===== src/rtl/muldiv_if.sv =====
// Issue/result bundle between the execute stage and the HI/LO multiply/divide unit.
interface muldiv_if;
  logic        start;
  logic [1:0]  op;
  logic [31:0] a;
  logic [31:0] b;
  logic        mthi;
  logic        mtlo;
  logic [31:0] wd;
  logic        busy;
  logic        done;
  logic [31:0] hi;
  logic [31:0] lo;

  modport master (output start, op, a, b, mthi, mtlo, wd,
                  input  busy, done, hi, lo);
  modport slave  (input  start, op, a, b, mthi, mtlo, wd,
                  output busy, done, hi, lo);
endinterface


===== src/rtl/muldiv_unit.sv =====
// Iterative radix-2 MULT/MULTU/DIV/DIVU with architectural HI/LO; 32 steps plus one fix-up cycle.
//   state | meaning
//   IDLE  | accepts start or MTHI/MTLO writes
//   RUN   | one shift-add or restoring-divide step per cycle, 32 cycles
//   FIX   | sign correction, HI/LO update, done pulse next cycle
module muldiv_unit (
  input  logic     clk,
  input  logic     rst,
  muldiv_if.slave  bus
);
  typedef enum logic [1:0] {IDLE, RUN, FIX} state_t;

  state_t      state;
  logic [4:0]  count;
  logic [63:0] acc;
  logic [31:0] divisor;
  logic        is_div;
  logic        neg_q;
  logic        neg_r;
  logic        div_zero;
  logic [31:0] hi_q;
  logic [31:0] lo_q;
  logic        done_q;

  logic        signed_op;
  logic [31:0] a_mag;
  logic [31:0] b_mag;
  logic [32:0] mul_sum;
  logic [32:0] shifted;
  logic [32:0] diff;
  logic [63:0] step_next;
  logic [63:0] prod_fix;
  logic [31:0] quot_fix;
  logic [31:0] rem_fix;

  assign signed_op = ~bus.op[0];
  assign a_mag = (signed_op && bus.a[31]) ? (32'd0 - bus.a) : bus.a;
  assign b_mag = (signed_op && bus.b[31]) ? (32'd0 - bus.b) : bus.b;

  // In multiply mode divisor holds the multiplicand and acc[31:0] the multiplier.
  assign mul_sum = {1'b0, acc[63:32]} + (acc[0] ? {1'b0, divisor} : 33'd0);
  assign shifted = {acc[63:32], acc[31]};
  assign diff    = shifted - {1'b0, divisor};

  always_comb begin
    step_next = {mul_sum, acc[31:1]};
    if (is_div) begin
      if (diff[32]) step_next = {shifted[31:0], acc[30:0], 1'b0};
      else          step_next = {diff[31:0],    acc[30:0], 1'b1};
    end
  end

  // Divide-by-zero leaves the dividend magnitude as remainder, so the sign fix restores a.
  assign prod_fix = neg_q ? (64'd0 - acc) : acc;
  assign quot_fix = div_zero ? 32'hFFFF_FFFF : (neg_q ? (32'd0 - acc[31:0]) : acc[31:0]);
  assign rem_fix  = neg_r ? (32'd0 - acc[63:32]) : acc[63:32];

  always_ff @(posedge clk) begin
    if (!rst) begin
      state    <= IDLE;
      count    <= 5'd0;
      acc      <= 64'd0;
      divisor  <= 32'd0;
      is_div   <= 1'b0;
      neg_q    <= 1'b0;
      neg_r    <= 1'b0;
      div_zero <= 1'b0;
      hi_q     <= 32'd0;
      lo_q     <= 32'd0;
      done_q   <= 1'b0;
    end else begin
      done_q <= 1'b0;
      case (state)
        IDLE: begin
          if (bus.start) begin
            state  <= RUN;
            count  <= 5'd31;
            is_div <= bus.op[1];
            neg_q  <= signed_op & (bus.a[31] ^ bus.b[31]);
            if (bus.op[1]) begin
              acc      <= {32'd0, a_mag};
              divisor  <= b_mag;
              neg_r    <= signed_op & bus.a[31];
              div_zero <= (bus.b == 32'd0);
            end else begin
              acc      <= {32'd0, b_mag};
              divisor  <= a_mag;
              neg_r    <= 1'b0;
              div_zero <= 1'b0;
            end
          end else begin
            if (bus.mthi) hi_q <= bus.wd;
            if (bus.mtlo) lo_q <= bus.wd;
          end
        end
        RUN: begin
          acc   <= step_next;
          count <= count - 5'd1;
          if (count == 5'd0) state <= FIX;
        end
        FIX: begin
          if (is_div) begin
            hi_q <= rem_fix;
            lo_q <= quot_fix;
          end else begin
            hi_q <= prod_fix[63:32];
            lo_q <= prod_fix[31:0];
          end
          done_q <= 1'b1;
          state  <= IDLE;
        end
        default: state <= IDLE;
      endcase
    end
  end

  assign bus.busy = (state != IDLE);
  assign bus.done = done_q;
  assign bus.hi   = hi_q;
  assign bus.lo   = lo_q;
endmodule

===== src/flat_wrapper.sv =====
// flat-port wrapper written by rule: the top's interface ports become plain ports
module muldiv_unit_flat 
  (clk, rst, bus_start, bus_op, bus_a, bus_b, bus_mthi, bus_mtlo, bus_wd, bus_busy, bus_done, bus_hi, bus_lo);
  muldiv_if bus_i ();
  input  logic clk;
  input  logic rst;
  input wire logic [$bits(bus_i.start)-1:0] bus_start;
  input wire logic [$bits(bus_i.op)-1:0] bus_op;
  input wire logic [$bits(bus_i.a)-1:0] bus_a;
  input wire logic [$bits(bus_i.b)-1:0] bus_b;
  input wire logic [$bits(bus_i.mthi)-1:0] bus_mthi;
  input wire logic [$bits(bus_i.mtlo)-1:0] bus_mtlo;
  input wire logic [$bits(bus_i.wd)-1:0] bus_wd;
  output wire logic [$bits(bus_i.busy)-1:0] bus_busy;
  output wire logic [$bits(bus_i.done)-1:0] bus_done;
  output wire logic [$bits(bus_i.hi)-1:0] bus_hi;
  output wire logic [$bits(bus_i.lo)-1:0] bus_lo;
  assign bus_i.start = bus_start;
  assign bus_i.op = bus_op;
  assign bus_i.a = bus_a;
  assign bus_i.b = bus_b;
  assign bus_i.mthi = bus_mthi;
  assign bus_i.mtlo = bus_mtlo;
  assign bus_i.wd = bus_wd;
  assign bus_busy = bus_i.busy;
  assign bus_done = bus_i.done;
  assign bus_hi = bus_i.hi;
  assign bus_lo = bus_i.lo;
  muldiv_unit u_core (.clk(clk), .rst(rst), .bus(bus_i));
endmodule

===== config.mk =====
export PLATFORM = sky130hd
export DESIGN_NAME = muldiv_unit_flat
export DESIGN_NICKNAME = d
export VERILOG_FILES = /design/src/rtl/muldiv_if.sv /design/src/rtl/muldiv_unit.sv /design/src/flat_wrapper.sv
export SDC_FILE = /design/constraint.sdc
export NUM_CORES = 1
export LEC_CHECK = 0
export ABC_AREA = 1
export CORE_ASPECT_RATIO = 1.4
export CORE_MARGIN = 2
export CORE_UTILIZATION = 54
export CTS_CLUSTER_DIAMETER = 30
export DETAILED_ROUTE_END_ITERATION = 7
export PLACE_DENSITY = 0.9
export SYNTH_ARGS = -nofsm -noshare
export SYNTH_HDL_FRONTEND = slang
export SYNTH_SLANG_ARGS = --single-unit

===== constraint.sdc =====
create_clock -name clk -period 2.6 [get_ports clk]
set_input_delay 0.26 -clock clk [delete_from_list [all_inputs] [get_ports clk]]
set_output_delay 0.26 -clock clk [all_outputs]
set_load 0.005 [all_outputs]

==> results by group, run 1 <==
Outcome
  • Run status: finished with violations
  • Failing checks: negative setup slack

Worst hold path
  • Worst Hold Depth: 3
  • HP Start: rst
  • Hold Path Class: in -> reg
  • WHS Endpoint: u_core.acc[5]$_SDFFE_PN0P_

Synthesis
  • Number of synthesized flops with an enable pin: 0
  • Syn Inst Count: 3258
  • Yosys top cell by area: nand2_1
  • Post-synth cell types: 50
  • Syn. warnings: 0
  • Ys async rst share: 0%
  • Synthesis-stage register bit count: 172
  • Mapped Area: 17800 um^2
  • Sequential area share after synthesis: 19.3%
  • Top FF cell, synth: dfxtp_1
  • Area contributors post-synth: nand2_1 23%, dfxtp_1 19%, inv_1 12%
  • Syn avg cell area: 5.47 um^2
  • Synth top area share: 22.6%
  • Net Count, Synth: 3433

Timing
  • Clk_skew: 0.0178 ns
  • Fmax achieved: 366 MHz
  • Relative slew slack: 56.1%
  • Setup ws final: -0.134 ns
  • WHS: 0.213 ns
  • Worst-Margin Slew: 0.659 ns
  • Final period util: 105%
  • Final Max Tran Viols: 0
  • Final hold vios: 0
  • Tmin final: 2.73 ns
  • RSZ-0062 raised after global routing: yes
  • Fin Setup TNS: -1.87 ns
  • Final setup violating endpoints: 33

Final layout
  • Most frequent cells in the layout: 1054 x nand2_1, 557 x inv_1, 239 x nand3_1
  • Most common cell after layout, fill and taps aside: nand2_1
  • Final std cells w/o fill: 3960
  • NumNets Final: 3679
  • Area growth, synth to finish: 24.2%
  • Layout cell share with drive strength beyond 1: 10.2%
  • Core Util, Final: 68.1%

Worst setup path
  • Crit path kind: reg -> reg
  • CP Launch Type: register
  • CP required: 2.92 ns
  • FF-to-FF End: u_core.acc[49]$_SDFFE_PN0P_
  • R2R Path Start: u_core.divisor[4]$_SDFFE_PN0P_
  • Worst Path Max Fanout: 16
  • Crit end category: register
  • R2R cell count: 16
  • Internal reg-to-reg setup slack: -0.13 ns
  • Arrival time at the worst endpoint: 3.05 ns

Clocking
  • Clock sink count: 172
  • Root Driver: clkbuf_16
  • H-Tree Depth: 4
  • Clk_lat worst skew: 0.46 ns
  • Register clock-pin slew on the reported worst setup and hold paths: 0.08 ns
  • Max Root-Sink Buffers: 2
  • Cts hold-fix bufs: 0
  • CTS buffer count: 17
  • CTS tree: yes

Global routing
  • Global-route wire length before repair: 113000 um
  • GRT overflow: 0
  • Largest net degree at the start of global routing: 88
  • Initial antenna violation count: 13
  • Number of global-route vias before repair: 20700
  • Total GRT Usage: 43.4%

Routing
  • DRT antenna net count: 0
  • # DRC: 0
  • Vias: 22600
  • Vias per std cell: 5.71
  • Initial drt markers: 2413
  • Wire per inst: 19.3 um
  • Total Wirelength: 76300 um
  • Drt pass-1 iters: 8

Power
  • Seq pwr share: 27.6%
  • Cell-internal power: 6.23 mW
  • Clk pwr share: 22.2%
  • NetSw: 5.36 mW
  • Sw Share: 46.2%
  • Post-route total power: 11.6 mW
  • PD cells: 523 nW/um^2
  • Leakage: 11.3 nW
  • Max rail drop VDD: 0.566 mV
  • Logic pwr share: 50.3%

Die
  • DIE HEIGHT: 219 um
  • IO Count: 169
  • Row count: 78
  • Core ar.: 32500 um^2
  • Die area: 34500 um^2
  • Die width: 158 um
  • Initial Util: 54.8%

Place
  • DP Wirelength: 59300 um
  • Port buffer count: 168
  • Placed cell count: 3917
  • Routability cong.: 1.08

Flow run
  • Max_cap viols: 0
[worst max-delay path: stages, from the launching register on]
cell and delay [ns]:
dfxtp_1 0.57, inv_1 0.18, ha_4 0.32, nand2_1 0.11, nor2_1 0.12, nand3_1 0.09, nand2_2 0.10, nand2_1 0.08
nand2_2 0.12, nand2_4 0.08, nand3_4 0.22, buf_12 0.15, nand2_8 0.10, nand2_2 0.08, nand3_1 0.11, nand2_1 0.10
a21oi_1 0.06
[worst max-delay path by stage]
| stage | startpoint | endpoint | slack, ns | depth (start not counted) |
|---|---|---|---|---|
| floorplan | u_core.acc[0]$_SDFFE_PN0P_ | u_core.acc[61]$_SDFFE_PN0P_ | 0.03 | 21 |
| global placement | u_core.divisor[22]$_SDFFE_PN0P_ | u_core.acc[62]$_SDFFE_PN0P_ | -0.06 | 17 |
| detailed placement | u_core.divisor[30]$_SDFFE_PN0P_ | u_core.acc[59]$_SDFFE_PN0P_ | -0.09 | 15 |
| CTS | u_core.divisor[31]$_SDFFE_PN0P_ | u_core.acc[62]$_SDFFE_PN0P_ | 0.02 | 14 |
| global route | u_core.divisor[4]$_SDFFE_PN0P_ | u_core.acc[49]$_SDFFE_PN0P_ | -0.20 | 16 |
| finish | u_core.divisor[4]$_SDFFE_PN0P_ | u_core.acc[49]$_SDFFE_PN0P_ | -0.13 | 16 |
[per-layer routing]
layer	up-vias	global-route usage [%]	share of wire, %
li1	10800	-	-
met3	471	13.2	10
met5	-	0	0.25
met1	10000	46.9	35
met4	24	37.5	10
met2	1258	68.7	44
[final cells by class]
type / instances / area (um^2)
diodes: 3 / 7.51
clock buffers: 17 / 425
clock inverters: 15 / 149
fillers: 3107 / 10400
inverters: 566 / 2120
multi-input cells: 2403 / 12200
flip-flops and latches: 172 / 3490
well taps: 440 / 551
repair buffers: 344 / 3140
[kinds of logic (layout without fill, tap and decap cells)]
family / after synthesis / after routing / share of synthesized area, %
and+or+nand+nor: 1687 / 1689 / 39.4
buffers and inverters: 685 / 942 / 14.7
AOI/OAI and AO/OA: 548 / 548 / 16.8
DFF: 172 / 172 / 19.3
xor gates and xnor gates: 94 / 94 / 4.62
adders and majority gates: 72 / 72 / 5.14
other: 0 / 3 / 0
[flip-flops by register name, indices dropped and copies added, names as in the netlist]
register	flops
u_core.state	2
u_core.divisor	32
u_core.count	5
u_core.div_zero	1
u_core.bus.lo	32
u_core.bus.hi	32
u_core.neg_q	1
u_core.neg_r	1
u_core.is_div	1
u_core.bus.done	1
u_core.acc	64
[metrics by stage]
step	instance area [um^2]	setup slack, ns
final	22100	-0.134
after global routing	22100	-0.198
after CTS	21500	0.0174
after detailed placement	20900	-0.0933
after global placement	20900	-0.0574
after floorplan	17800	0.0291
[synthesized netlist by cell type (all sizes together), types with 40 or more instances]
cell and instances:
a21oi 201, clkbuf 84, dfxtp 172, ha 70, inv 563, nand2 1082, nand3 246, nand4 40
nor2 230, nor3 52, o21ai 246, xor2 64
[power groups by stage]
| stage | registers [mW] | logic (mW) | clock network (mW) |
|---|---|---|---|
| CTS | 3.14 | 5.32 | 2.56 |
| detailed placement | 3.20 | 5.26 | 0 |
| global placement | 3.20 | 5.23 | 0 |
| floorplan | 3.11 | 3.54 | 0 |
| finish | 3.19 | 5.82 | 2.57 |
| global route | 3.19 | 6.38 | 2.66 |
[repair_timing]
item,in CTS,in global routing
hold endpoints to repair,0,0
pin swaps,0,9
endpoints found under the setup margin,32,48
resized for setup,5,132
setup buffers,0,4
gates cloned,0,4
No activity file was read; power rests on OpenSTA's default activity.
==> run 2, diff against run 1 <==
--- a/config.mk
+++ b/config.mk
@@ -8,10 +8,12 @@
 export ABC_AREA = 1
 export CORE_ASPECT_RATIO = 1.4
 export CORE_MARGIN = 2
-export CORE_UTILIZATION = 54
+export CORE_UTILIZATION = 40
 export CTS_CLUSTER_DIAMETER = 30
+export CTS_CLUSTER_SIZE = 8
 export DETAILED_ROUTE_END_ITERATION = 7
-export PLACE_DENSITY = 0.9
+export PLACE_DENSITY = 0.72
 export SYNTH_ARGS = -nofsm -noshare
 export SYNTH_HDL_FRONTEND = slang
 export SYNTH_SLANG_ARGS = --single-unit
+export TNS_END_PERCENT = 5
==> run 2 against run 1 <==
  * The flow finishes with violations (design-rule violations)
  * Global-route usage is 11 points lower
  * Largest cell class unchanged
  * Critical path type unchanged
  * Clock power is 6% higher
  * Maximum frequency is 5.9% higher
==> results by group, run 2 (synthesis gave the netlist of run 1 again) <==
Outcome
  • Run status: finished with violations (unchanged)
  • Failing checks: design-rule violations (was negative setup slack)

Worst setup path
  • Crit end category: register (unchanged)
  • Cell Chain, Critical Path: inv_1 -> ha_1 -> fa_2 -> inv_1 -> nand2_1 -> nand2_1 -> nand3_1 -> nand2_2 -> nand2_1 -> nand2_2 -> nand2_2 -> nand3_4 -> nand2_4 -> o21ai_0 -> a21oi_1 (was inv_1 -> ha_4 -> nand2_1 -> nor2_1 -> nand3_1 -> nand2_2 -> nand2_1 -> nand2_2 -> nand2_4 -> nand3_4 -> buf_12 -> nand2_8 -> nand2_2 -> nand3_1 -> nand2_1 -> a21oi_1)
  • CP max stage cell: fa_2 (was dfxtp_1)
  • Max incr delay on CP: 0.36 ns (was 0.57 ns)
  • Internal reg-to-reg setup slack: 0.02 ns (was -0.13 ns)
  • Arrival time at the worst endpoint: 2.91 ns (was 3.05 ns)
  • CP required: 2.92 ns (about the same)
  • Crit path kind: reg -> reg (unchanged)
  • R2R cell count: 15 (was 16)
  • CP Launch Type: register (unchanged)
  • R2R Path Start: u_core.acc[31]$_SDFFE_PN0P_ (was u_core.divisor[4]$_SDFFE_PN0P_)
  • Worst Path Max Fanout: 16 (unchanged)
  • FF-to-FF End: u_core.acc[0]$_SDFFE_PN0P_ (was u_core.acc[49]$_SDFFE_PN0P_)

Place
  • Setup WS pre-CTS: -0.0996 ns (was -0.0933 ns)
  • Routability cong.: 1.05 (was 1.08)
  • Placed cell count: 4033 (was 3917)
  • Post-DP Area: 21000 um^2 (was 20900 um^2)
  • DP Wirelength: 61200 um (was 59300 um)
  • Port buffer count: 168 (unchanged)

Timing
  • Final period util: 99.3% (was 105%)
  • Tmin final: 2.58 ns (was 2.73 ns)
  • Fmax achieved: 387 MHz (was 366 MHz)
  • Final hold vios: 0 (unchanged)
  • Final setup violating endpoints: 0 (was 33)
  • RSZ-0062 raised after global routing: yes (unchanged)
  • Final Max Tran Viols: 0 (unchanged)
  • Worst-Margin Slew: 0.703 ns (was 0.659 ns)
  • WHS: 0.254 ns (was 0.213 ns)
  • Fin Setup TNS: 0 ns (was -1.87 ns)
  • Setup ws final: 0.0187 ns (was -0.134 ns)
  • Clk_skew: 0.0192 ns (was 0.0178 ns)
  • Relative slew slack: 53.1% (was 56.1%)

Clocking
  • Clk_lat worst skew: 0.47 ns (was 0.46 ns)
  • Register clock-pin slew on the reported worst setup and hold paths: 0.08 ns (about the same)
  • H-Tree Depth: 4 (unchanged)
  • CTS tree: yes (unchanged)
  • Clock sink count: 172 (unchanged)
  • Max Root-Sink Buffers: 2 (unchanged)
  • Root Driver: clkbuf_16 (unchanged)
  • CTS buffer count: 17 (unchanged)
  • Cts hold-fix bufs: 0 (unchanged)

Routing
  • Total Wirelength: 76700 um (was 76300 um)
  • Initial drt markers: 2448 (was 2413)
  • # DRC: 1 (was 0)
  • DRT antenna net count: 0 (unchanged)
  • Drt pass-1 iters: 8 (unchanged)
  • Vias: 21800 (was 22600)
  • Wire per inst: 18.8 um (was 19.3 um)
  • Vias per std cell: 5.36 (was 5.71)

Final layout
  • Reg with most FFs: u_core.acc (unchanged)
  • NumNets Final: 3676 (was 3679)
  • Final std cells w/o fill: 4072 (was 3960)
  • Register Area: 3470 um^2 (was 3490 um^2)
  • Max reg flops: 64 (unchanged)
  • Most frequent cells in the layout: 1060 x nand2_1, 559 x inv_1, 240 x nand3_1 (was 1054 x nand2_1, 557 x inv_1, 239 x nand3_1)
  • Layout fillers: 4781 (was 3107)
  • Multi-input gate area in the final layout: 12200 um^2 (about the same)
  • N_diodes: 0 (was 3)
  • Most common cell after layout, fill and taps aside: nand2_1 (unchanged)
  • Area growth, synth to finish: 24.4% (was 24.2%)
  • Finished Cell Area: 22200 um^2 (was 22100 um^2)
  • Layout cell share with drive strength beyond 1: 9.13% (was 10.2%)
  • Core Util, Final: 50.3% (was 68.1%)

Power
  • Max rail drop VDD: 0.548 mV (was 0.566 mV)
  • PD cells: 528 nW/um^2 (was 523 nW/um^2)
  • Post-route total power: 11.7 mW (was 11.6 mW)
  • Leakage: 11.2 nW (was 11.3 nW)

Die
  • Row count: 91 (was 78)
  • Die width: 182 um (was 158 um)
  • DIE HEIGHT: 254 um (was 219 um)
  • Die area: 46300 um^2 (was 34500 um^2)
  • Core ar.: 44100 um^2 (was 32500 um^2)
  • IO Count: 169 (unchanged)
  • Initial Util: 40.4% (was 54.8%)

Global routing
  • Number of global-route vias before repair: 20500 (was 20700)
  • Global-route wire length before repair: 115000 um (was 113000 um)
  • Largest net degree at the start of global routing: 58 (was 88)
  • GRT overflow: 0 (unchanged)
  • Total GRT Usage: 32.5% (was 43.4%)
  • Initial antenna violation count: 1 (was 13)

Worst hold path
  • WHS Endpoint: u_core.acc[3]$_SDFFE_PN0P_ (was u_core.acc[5]$_SDFFE_PN0P_)
  • Hold Path Class: in -> reg (unchanged)
  • Worst Hold Depth: 3 (unchanged)
  • HP Start: rst (unchanged)

Flow run
  • Max_cap viols: 0 (unchanged)
[run 2: final cells by class]
class	instances	share of cell area (%)
clock buffers	17	1.92
clock inverters	15	0.802
inverters	566	9.59
multi-input cells	2403	54.8
flip-flops and latches	172	15.7
well taps	558	3.15
repair buffers	341	14.0
[run 2: routing by layer]
layer	wire length, um	global-route usage, %	vias to the layer above	share of wire [%]
met1	28400	36.3	9580	37
met2	35000	55.0	1087	46
met3	5650	4.21	348	7.4
met5	0	0	-	0
met4	7570	27.2	0	9.9
li1	-	-	10800	-
[run 2: what timing repair did]
item,in CTS,in global routing
endpoints found under the hold margin,0,0
setup endpoints to repair,26,42
buffers inserted,0,1
gates cloned,0,6
pin swaps,0,3
gates resized for setup,8,82
[run 2: report_power, final]
part	total (mW)	switching [mW]	leakage [nW]	internal, mW
Clock	2.73	1.36	0.290	1.37
Sequential	3.15	0.268	1.42	2.88
Combinational	5.83	3.75	9.54	2.08
[run 2: worst max-delay path, delay by kind of cell, from the launching register on]
kind / cells / cell delay (ns)
AO/OA/AOI/OAI: 2 / 0.43
adder cells (fa/ha/maj): 2 / 0.57
buffers and inverters: 2 / 0.14
flip-flops: 1 / 0.34
AND/OR/NAND/NOR: 9 / 0.98
[run 2: worst max path at each step]
stage                                         startpoint                          end  slack (ns)  depth (start not counted)
after floorplan               u_core.acc[0]$_SDFFE_PN0P_  u_core.acc[61]$_SDFFE_PN0P_        0.03                         21
after global placement                          bus_a[0]  u_core.acc[26]$_SDFFE_PN0P_       -0.06                         13
after detailed placement  u_core.divisor[4]$_SDFFE_PN0P_  u_core.acc[61]$_SDFFE_PN0P_        -0.1                         17
after CTS                     u_core.acc[0]$_SDFFE_PN0P_  u_core.acc[44]$_SDFFE_PN0P_        0.02                         16
after global routing         u_core.acc[39]$_SDFFE_PN0P_  u_core.acc[61]$_SDFFE_PN0P_       -0.11                         16
final                        u_core.acc[31]$_SDFFE_PN0P_   u_core.acc[0]$_SDFFE_PN0P_        0.02                         15
